==> config.mk <==
export PLATFORM = sky130hd
export DESIGN_NAME = irr_isr_priority_resolver
export DESIGN_NICKNAME = d
export VERILOG_FILES = /design/src/rtl/irr_isr_priority_resolver.sv
export SDC_FILE = /design/constraint.sdc
export NUM_CORES = 1
export LEC_CHECK = 0
export CORE_AREA = 2 2 116 84
export DETAILED_ROUTE_END_ITERATION = 12
export DIE_AREA = 0 0 118 86
export HOLD_SLACK_MARGIN = 0.02
export PLACE_DENSITY = 0.84
export SETUP_SLACK_MARGIN = 0.5
export SYNTH_ARGS = -nofsm -noshare
export SYNTH_HDL_FRONTEND = slang
export SYNTH_SLANG_ARGS = --single-unit
==> constraint.sdc <==
create_clock -name clk -period 10.4 [get_ports clk]
set_input_delay 2.08 -clock clk [delete_from_list [all_inputs] [get_ports clk]]
set_output_delay 2.08 -clock clk [all_outputs]
set_load 0.02 [all_outputs]
==> src/rtl/irr_isr_priority_resolver.sv <==
// 8259 IRR/ISR stage: request capture, masking, fixed/rotating priority, INTA and EOI handling.
// Optional poll-command support is enabled by defining PIC_POLL_MODE_EN.
module irr_isr_priority_resolver #(
    parameter int         NUM_IR     = 8,
    parameter logic [2:0] RESET_LOWP = 3'd7
) (
    input  logic       clk,
    input  logic       rst,
    input  logic [7:0] ir_in,
    input  logic       ltim,
    input  logic [7:0] imr,
    input  logic       special_mask_mode,
    input  logic       aeoi,
    input  logic       auto_rotate,
    input  logic       inta,
    input  logic       eoi_nonspecific,
    input  logic       eoi_specific,
    input  logic [2:0] eoi_level,
    input  logic       poll_read,
    output logic [7:0] irr,
    output logic [7:0] isr,
    output logic       int_req,
    output logic [2:0] highest_priority_isr,
    output logic [2:0] ack_level,
    output logic [7:0] poll_word
);

    typedef enum logic {IDLE, ACK2} state_t;

    state_t     state_reg, state_next;
    logic [7:0] irr_reg, irr_next, isr_reg, isr_next, ir_q_reg;
    logic [7:0] poll_word_reg, poll_word_next, ir_rise;
    logic [2:0] lowp_reg, lowp_next, ack_level_reg, ack_level_next;
    logic       inta_q_reg, int_req_reg, int_req_next, ack_valid_reg, ack_valid_next;
    logic [3:0] isr_top, pend_top, blk_top, eoi_top, win;
    logic [7:0] pend, blk, isr_eoi;
    logic [2:0] lowp_eoi;
    logic       inta_fall, take;

    // Returns {found, level}; the level just after lowp has the highest priority.
    function automatic logic [3:0] resolve(input logic [7:0] v, input logic [2:0] lowp);
        logic [2:0] lvl;
        resolve = {1'b0, 3'd7};
        for (int k = NUM_IR; k >= 1; k--) begin
            lvl = lowp + 3'(k);
            if (v[lvl]) resolve = {1'b1, lvl};
        end
    endfunction

    function automatic logic [2:0] rank(input logic [2:0] lvl, input logic [2:0] lowp);
        rank = lvl - lowp - 3'd1;
    endfunction

    genvar gi;
    generate
        for (gi = 0; gi < NUM_IR; gi++) begin : g_edge
            assign ir_rise[gi] = ir_in[gi] & ~ir_q_reg[gi];
        end
    endgenerate

    assign inta_fall = inta_q_reg & ~inta;
    assign pend      = irr_reg & ~imr;
    assign blk       = special_mask_mode ? (isr_reg & ~imr) : isr_reg;
    assign isr_top   = resolve(isr_reg, lowp_reg);
    assign pend_top  = resolve(pend, lowp_reg);
    assign blk_top   = resolve(blk, lowp_reg);
    assign eoi_top   = isr_top;

    // EOI is applied before any acknowledge resolved in the same cycle.
    always_comb begin
        isr_eoi  = isr_reg;
        lowp_eoi = lowp_reg;
        if (eoi_specific) begin
            isr_eoi[eoi_level] = 1'b0;
        end else if (eoi_nonspecific && eoi_top[3]) begin
            isr_eoi[eoi_top[2:0]] = 1'b0;
            if (auto_rotate) lowp_eoi = eoi_top[2:0];
        end
    end

    assign win = resolve(pend, lowp_eoi);

    always_comb begin
        state_next     = state_reg;
        irr_next       = ltim ? ir_in : (irr_reg | ir_rise);
        isr_next       = isr_eoi;
        lowp_next      = lowp_eoi;
        ack_level_next = ack_level_reg;
        ack_valid_next = ack_valid_reg;
        poll_word_next = poll_word_reg;
        take           = 1'b0;

        if (state_reg == IDLE) begin
            if (inta_fall) begin
                state_next     = ACK2;
                take           = 1'b1;
                ack_level_next = win[3] ? win[2:0] : 3'd7;
                ack_valid_next = win[3];
            end
`ifdef PIC_POLL_MODE_EN
            else if (poll_read) begin
                take           = 1'b1;
                poll_word_next = {int_req_reg, 4'b0000, win[2:0]};
            end
`endif
        end else if (inta_fall) begin
            state_next = IDLE;
            if (aeoi && ack_valid_reg) begin
                isr_next[ack_level_reg] = 1'b0;
                if (auto_rotate) lowp_next = ack_level_reg;
            end
        end

        if (take && win[3]) begin
            isr_next[win[2:0]] = 1'b1;
            if (!ltim) irr_next[win[2:0]] = 1'b0;
        end

`ifndef PIC_POLL_MODE_EN
        // Poll is unsupported in this build; the strobe is deliberately masked off.
        poll_word_next = 8'h00 & {8{poll_read}};
`endif

        int_req_next = pend_top[3] &&
                       (!blk_top[3] || (rank(pend_top[2:0], lowp_reg) < rank(blk_top[2:0], lowp_reg)));
        if (state_next == ACK2) int_req_next = 1'b0;
    end

    always_ff @(posedge clk or negedge rst) begin
        if (!rst) begin
            state_reg     <= IDLE;
            irr_reg       <= 8'h00;
            isr_reg       <= 8'h00;
            ir_q_reg      <= 8'h00;
            inta_q_reg    <= 1'b1;
            lowp_reg      <= RESET_LOWP;
            ack_level_reg <= 3'd7;
            ack_valid_reg <= 1'b0;
            int_req_reg   <= 1'b0;
            poll_word_reg <= 8'h00;
        end else begin
            state_reg     <= state_next;
            irr_reg       <= irr_next;
            isr_reg       <= isr_next;
            ir_q_reg      <= ir_in;
            inta_q_reg    <= inta;
            lowp_reg      <= lowp_next;
            ack_level_reg <= ack_level_next;
            ack_valid_reg <= ack_valid_next;
            int_req_reg   <= int_req_next;
            poll_word_reg <= poll_word_next;
        end
    end

    assign irr                  = irr_reg;
    assign isr                  = isr_reg;
    assign int_req              = int_req_reg;
    assign highest_priority_isr = isr_top[2:0];
    assign ack_level            = ack_level_reg;
    assign poll_word            = poll_word_reg;

endmodule

-- Word-level counts from Yosys, hierarchy flattened
Cells that the tools add are included.
- register bits: 34
- latch bits: 0
- RAM bits: 0
- ROM bits: 0
- input bits: 29
- logic and storage cells: 222
- memories: 0
- add/subtract/negate cells: 18
- $mul: 0
- divide/modulo/power cells: 0
- order comparisons: 25
- equal/unequal tests: 0
- shift-type cells: 0
- multiplexer cells: 127
- bitwise operators: 32
- reductions and logical operators: 11
- operators with widths (operator ; count):
    4-bit two-way mux ; 32
    1-bit binary-select mux with 3-bit select ; 32
    3-bit by 4-bit less-than comparator with 1-bit output, second input constant ; 20
    8-bit two-way mux ; 10
    8-bit bitwise AND ; 6
    1-bit two-way mux ; 41
    8-bit inverter ; 5
    3-bit adder, second input constant ; 8
    3-bit two-way mux ; 8
    8-bit bitwise OR ; 2
    3-bit by 2-bit adder with 3-bit output, second input constant ; 4
    1-bit demux with 3-bit select ; 4
    3-bit by 1-bit greater-or-equal comparator with 1-bit output, second input constant ; 4
    1-bit inverter ; 10
    1-bit bitwise AND ; 9
    1-bit logical AND ; 8
    3-bit by 1-bit adder with 3-bit output, second input constant ; 2
    3-bit by 1-bit subtractor with 3-bit output, second input constant ; 2
    3-bit subtractor ; 2
    3-bit less-than comparator ; 1
    2-bit AND reduction ; 1
    1-bit logical NOT ; 1
    1-bit logical OR ; 1

-- Longest topological paths before layout
- depth in word-level cells: 31
- mapped depth: 29
- depth with buffers taken out: 22

-- Least setup slack after synthesis
No wires, ideal clock.
- path type: register -> register
- from: reg lowp_reg[1]
- to: reg irr_reg[0], in the netlist irr[0]
- arrival time: 6336 ps
- data required time: 10276 ps
- slack: 3940 ps
- cell stages (with the launch flop): 23
- cells stage by stage: dfstp_2 > clkbuf_1 > clkinv_1 > clkbuf_1 > ha_1 > buf_6 > mux2_2 > mux4_2 > mux2_2 > a311o_1 > a21o_1 > nand2_2 > inv_1 > buf_2 > ha_1 > clkbuf_1 > a2111oi_1 > nor4_2 > or2_2 > or4b_1 > a31oi_4 > nand2_2 > o31a_1
- cells in the longest elaborated chain, start to end: 31
- elaborated cells on any way between the ends: 76
- those cells by class: add/sub: 14; order compare: 2; mux: 55; bitwise: 2; reduce/logical: 3
- ends and longest elaborated chain (element ; line ; RTL):
    start, declared ; 33 ; logic [2:0] lowp_reg, lowp_next, ack_level_reg, ack_level_next;
    start signal, assigned ; 147 ; lowp_reg <= lowp_next;
    3-bit adder or 1-bit binary-select mux with 3-bit select (tied branches) ; 45, 46 ;
    1-bit binary-select mux with 3-bit select or 1-bit two-way mux (tied branches) ; 46 ; if (v[lvl]) resolve = {1'b1, lvl};
    1-bit two-way mux (not written as such) or 4-bit two-way mux (tied branches) ; 46 ;
    4-bit two-way mux (7 in a row) ; 46 ;
    3-bit two-way mux or 1-bit logical AND (tied branches) ; 77, 75 ;
    3-bit two-way mux ; 75 ; end else if (eoi_nonspecific && eoi_top[3]) begin
    3-bit two-way mux * ; 73 ; if (eoi_specific) begin
    3-bit adder or 1-bit binary-select mux with 3-bit select (tied branches) ; 45, 46 ;
    (+10 left out) ; n/a ;
    1-bit logical AND (not written as such) ; 116 ; if (!ltim) irr_next[win[2:0]] = 1'b0;
    1-bit two-way mux (not written as such) ; 116 ;
    1-bit demux with 3-bit select ; 116 ;
    8-bit inverter (no source line) ; n/a ;
    8-bit bitwise AND (no source line) ; n/a ;
    8-bit two-way mux ; 116 ;
    8-bit two-way mux * ; 114 ; if (take && win[3]) begin
    via irr_next[0] ; 31 ; logic [7:0] irr_reg, irr_next, isr_reg, isr_next, ir_q_reg;
    end signal, assigned ; 143 ; irr_reg <= irr_next;
    end, declared ; 31 ;
The timed path passes the listed nets; every way through them passes the cells marked *. The select of a mux whose other input is x is not followed.
A chain may end at the register's enable or synchronous reset.

-- Worst setup path after layout
- from: reg lowp_reg[1]
- to: reg irr_reg[1], in the netlist irr[1]
Same word-level chain as after synthesis.

==> qor.txt <==
WL/cell - 21.8 microns
Postcts setup bufs - 0
Synth Warn # - 0
Critical path endpoint category - flip-flop
Final worst path period share - 0.761
Routed Antenna Nets - 0
Total grt overflow - 0
Sequential share of the synthesized area - 0.159
CTS buffer count - 5
Primary FF master, synth - dfrtp_1
CP delay by family, top - compound AO/OA/AOI/OAI gates
Core ar. - 8960 sq um
Final min period - 7.92 ns
Clock H-tree levels - 2
Hold/Removal Path Class - flip-flop to flip-flop
Share of layout cells above drive strength 1 - 0.128
Final setup vio count - 0
GPL Wtd Cong - 0.959
I/O Pins - 60
Mapped Cells - 695
Clock Sinks - 34
Most common cell after layout, fill and taps aside - nand2_1
Slew HR - 0.273
Reg clk slew, reported paths - 0.06 ns
Die Ht - 86 microns
Fin. Hold Viols - 0
Synthesized area - 5420 sq um
Commonest cells after routing, fill and taps aside - 72 x nand2_1, 71 x nor2_1, 57 x a21oi_1
Die width - 118 microns
Largest net degree at the start of global routing - 58
Post-CTS resize count - 0
Worst Path Arrival - 8.08 ns
DRT Pass-1 Iters - 7
EDFF count, synth - 0
Setup TNS - 0 ns
Initial antenna violation count - 0
CTS tree - done
Bufs and invs on worst path - 5
CP cell instances - buf_4 -> clkinv_1 -> ha_1 -> buf_4 -> mux2_2 -> nor2_2 -> a221o_1 -> o21ai_0 -> o32ai_2 -> a21o_1 -> nand2_2 -> inv_1 -> ha_1 -> inv_1 -> a2111oi_0 -> nor4_2 -> mux2_4 -> o21ai_0 -> o211ai_1 -> mux2i_1 -> nand2_1 -> o31a_1
Number of global-route vias before repair - 5557
Post-synth ARST share - 1.00
Routed vias/inst - 7.18
Status - completed
Area Growth Syn to Fin - 11.3%
Port bufs - 50
Synth Area per Inst - 7.79 sq um
# diodes - 0
Die ar. - 10100 sq um
Hold buffers post-CTS - 0
DP HPWL - 13.6 mm
Initial core utilization - 0.604
DR vias - 6050
DR iter-0 viols - 976
Post-synthesis cell type count - 98
Worst-Skew Late Latency - 0.28 ns
RSZ-0062 raised after global routing - false
Final WL - 18.4 mm
# fillers - 785
Final Skew - 0.00903 ns
CP max FO - 35
Site row count - 29
Residual DRC count - 0
Max-cap violation count - 0
Register bit total from synthesis - 34
Crit Path Category - flip-flop to flip-flop
Clk root buf - clkbuf_16
Slowest-stage cell, CP - ha_1
Worst Setup Start Kind - flip-flop
Total GRT Usage - 0.355
First-pass GRT wire length - 28.9 mm
Data required, critical path - 10.56 ns
Longest Clk Path Bufs - 2
NumNets Final - 758
Tightest Pin Transition - 1.09 ns
Crit-path max cell delay - 0.94 ns
Fmax - 0.126 GHz
Max-slew violation count - 0
[logic make-up (layout without fill, tap and decap cells)]
kind of cell / after synthesis / after routing / synth area share
buffers and inverters: 70 / 87 / 0.0652
flip-flops: 34 / 34 / 0.159
adder cells (fa/ha/maj): 11 / 11 / 0.0282
AND/OR/NAND/NOR: 258 / 258 / 0.241
other: 1 / 8 / 0.000692
multiplexers: 65 / 65 / 0.160
AO/OA/AOI/OAI: 247 / 247 / 0.328
XOR/XNOR: 9 / 9 / 0.0187
[per-layer routing]
metal / track usage / vias to the layer above / part of all wire
met3: 0.0824 / 79 / 0.12
met5: 0 / - / 0
met2: 0.535 / 462 / 0.42
met4: 0.124 / 0 / 0.033
li1: - / 2692 / -
met1: 0.501 / 2817 / 0.42
[worst register-to-register path: stages (launching register included)]
cell and delay, ns:
dfstp_2 0.51, buf_4 0.36, clkinv_1 0.17, ha_1 0.94, buf_4 0.42, mux2_2 0.41
nor2_2 0.16, a221o_1 0.38, o21ai_0 0.17, o32ai_2 0.48, a21o_1 0.28, nand2_2 0.15
inv_1 0.34, ha_1 0.48, inv_1 0.23, a2111oi_0 0.11, nor4_2 0.62, mux2_4 0.27
o21ai_0 0.09, o211ai_1 0.15, mux2i_1 0.39, nand2_1 0.31, o31a_1 0.36
[synth_stat cells (all sizes together) (4+ instances only)]
| cell type | instances | area, sq um |
|---|---|---|
| nand2 | 75 | 289 |
| a211oi | 11 | 87.6 |
| dfstp | 7 | 184 |
| inv | 19 | 71.3 |
| nor2 | 72 | 273 |
| nand3 | 10 | 55.1 |
| mux4 | 15 | 338 |
| a211o | 6 | 52.6 |
| o22ai | 6 | 37.5 |
| nor2b | 13 | 81.3 |
| a221oi | 7 | 67.6 |
| o221ai | 4 | 41.3 |
| mux2 | 20 | 229 |
| nor4 | 9 | 68.8 |
| or2 | 4 | 25.0 |
| xnor2 | 6 | 67.6 |
| clkbuf | 22 | 82.6 |
| buf | 27 | 191 |
| a31oi | 17 | 121 |
| nand2b | 19 | 119 |
| a21oi | 57 | 285 |
| o21ai | 41 | 220 |
| ha | 9 | 113 |
| a22o | 4 | 35.0 |
| mux2i | 30 | 300 |
| nor3 | 19 | 100 |
| nand4 | 8 | 56.3 |
| dfrtp | 27 | 676 |
| o2111ai | 4 | 35.0 |
| or3 | 4 | 25.0 |
| a2111oi | 6 | 57.6 |
| a21boi | 10 | 75.1 |
| o31a | 6 | 52.6 |
| and2 | 9 | 56.3 |
| o31ai | 7 | 57.6 |
| a21o | 9 | 67.6 |
| o211ai | 12 | 90.1 |
[metrics by stage]
step,instances,hold slack [ns],utilization,worst slack (ns),instance area (sq um)
2_1_floorplan,702,0.467,-,3.94,5440
3_3_place_gp,835,0.474,0.656,2.84,5880
3_5_place_dp,835,0.487,0.656,2.68,5880
4_1_cts,843,0.494,0.673,2.68,6030
5_1_grt,843,0.522,0.673,1.98,6030
6_report,843,0.491,0.673,2.48,6030
[path summary, 6_finish.rpt]
kind	from	end	slack, ns	cells after the start
min reg2reg	ir_q_reg[2]	irr[2]	0.49	2
min	ir_q_reg[2]	irr[2]	0.49	2
max reg2reg	lowp_reg[1]	irr[1]	2.48	22
max in group asynchronous	rst	lowp_reg[1]	7.84	2
min in group asynchronous	rst	irr[1]	2.22	2
max	lowp_reg[1]	irr[1]	2.48	22
[final cells by class]
cell class                 instances  area [sq um]  area share
clock buffer                       5           125      0.0208
clock inverter                     3          21.3     0.00353
inverter                          21          78.8      0.0131
multi-input combinational        598          4230       0.701
sequential                        34           860       0.143
tap                              124           155      0.0257
timing repair buffer              58           561      0.0930
Power is not shown: default switching activity piles up to over one toggle a cycle in this logic, so the estimate is an artifact.
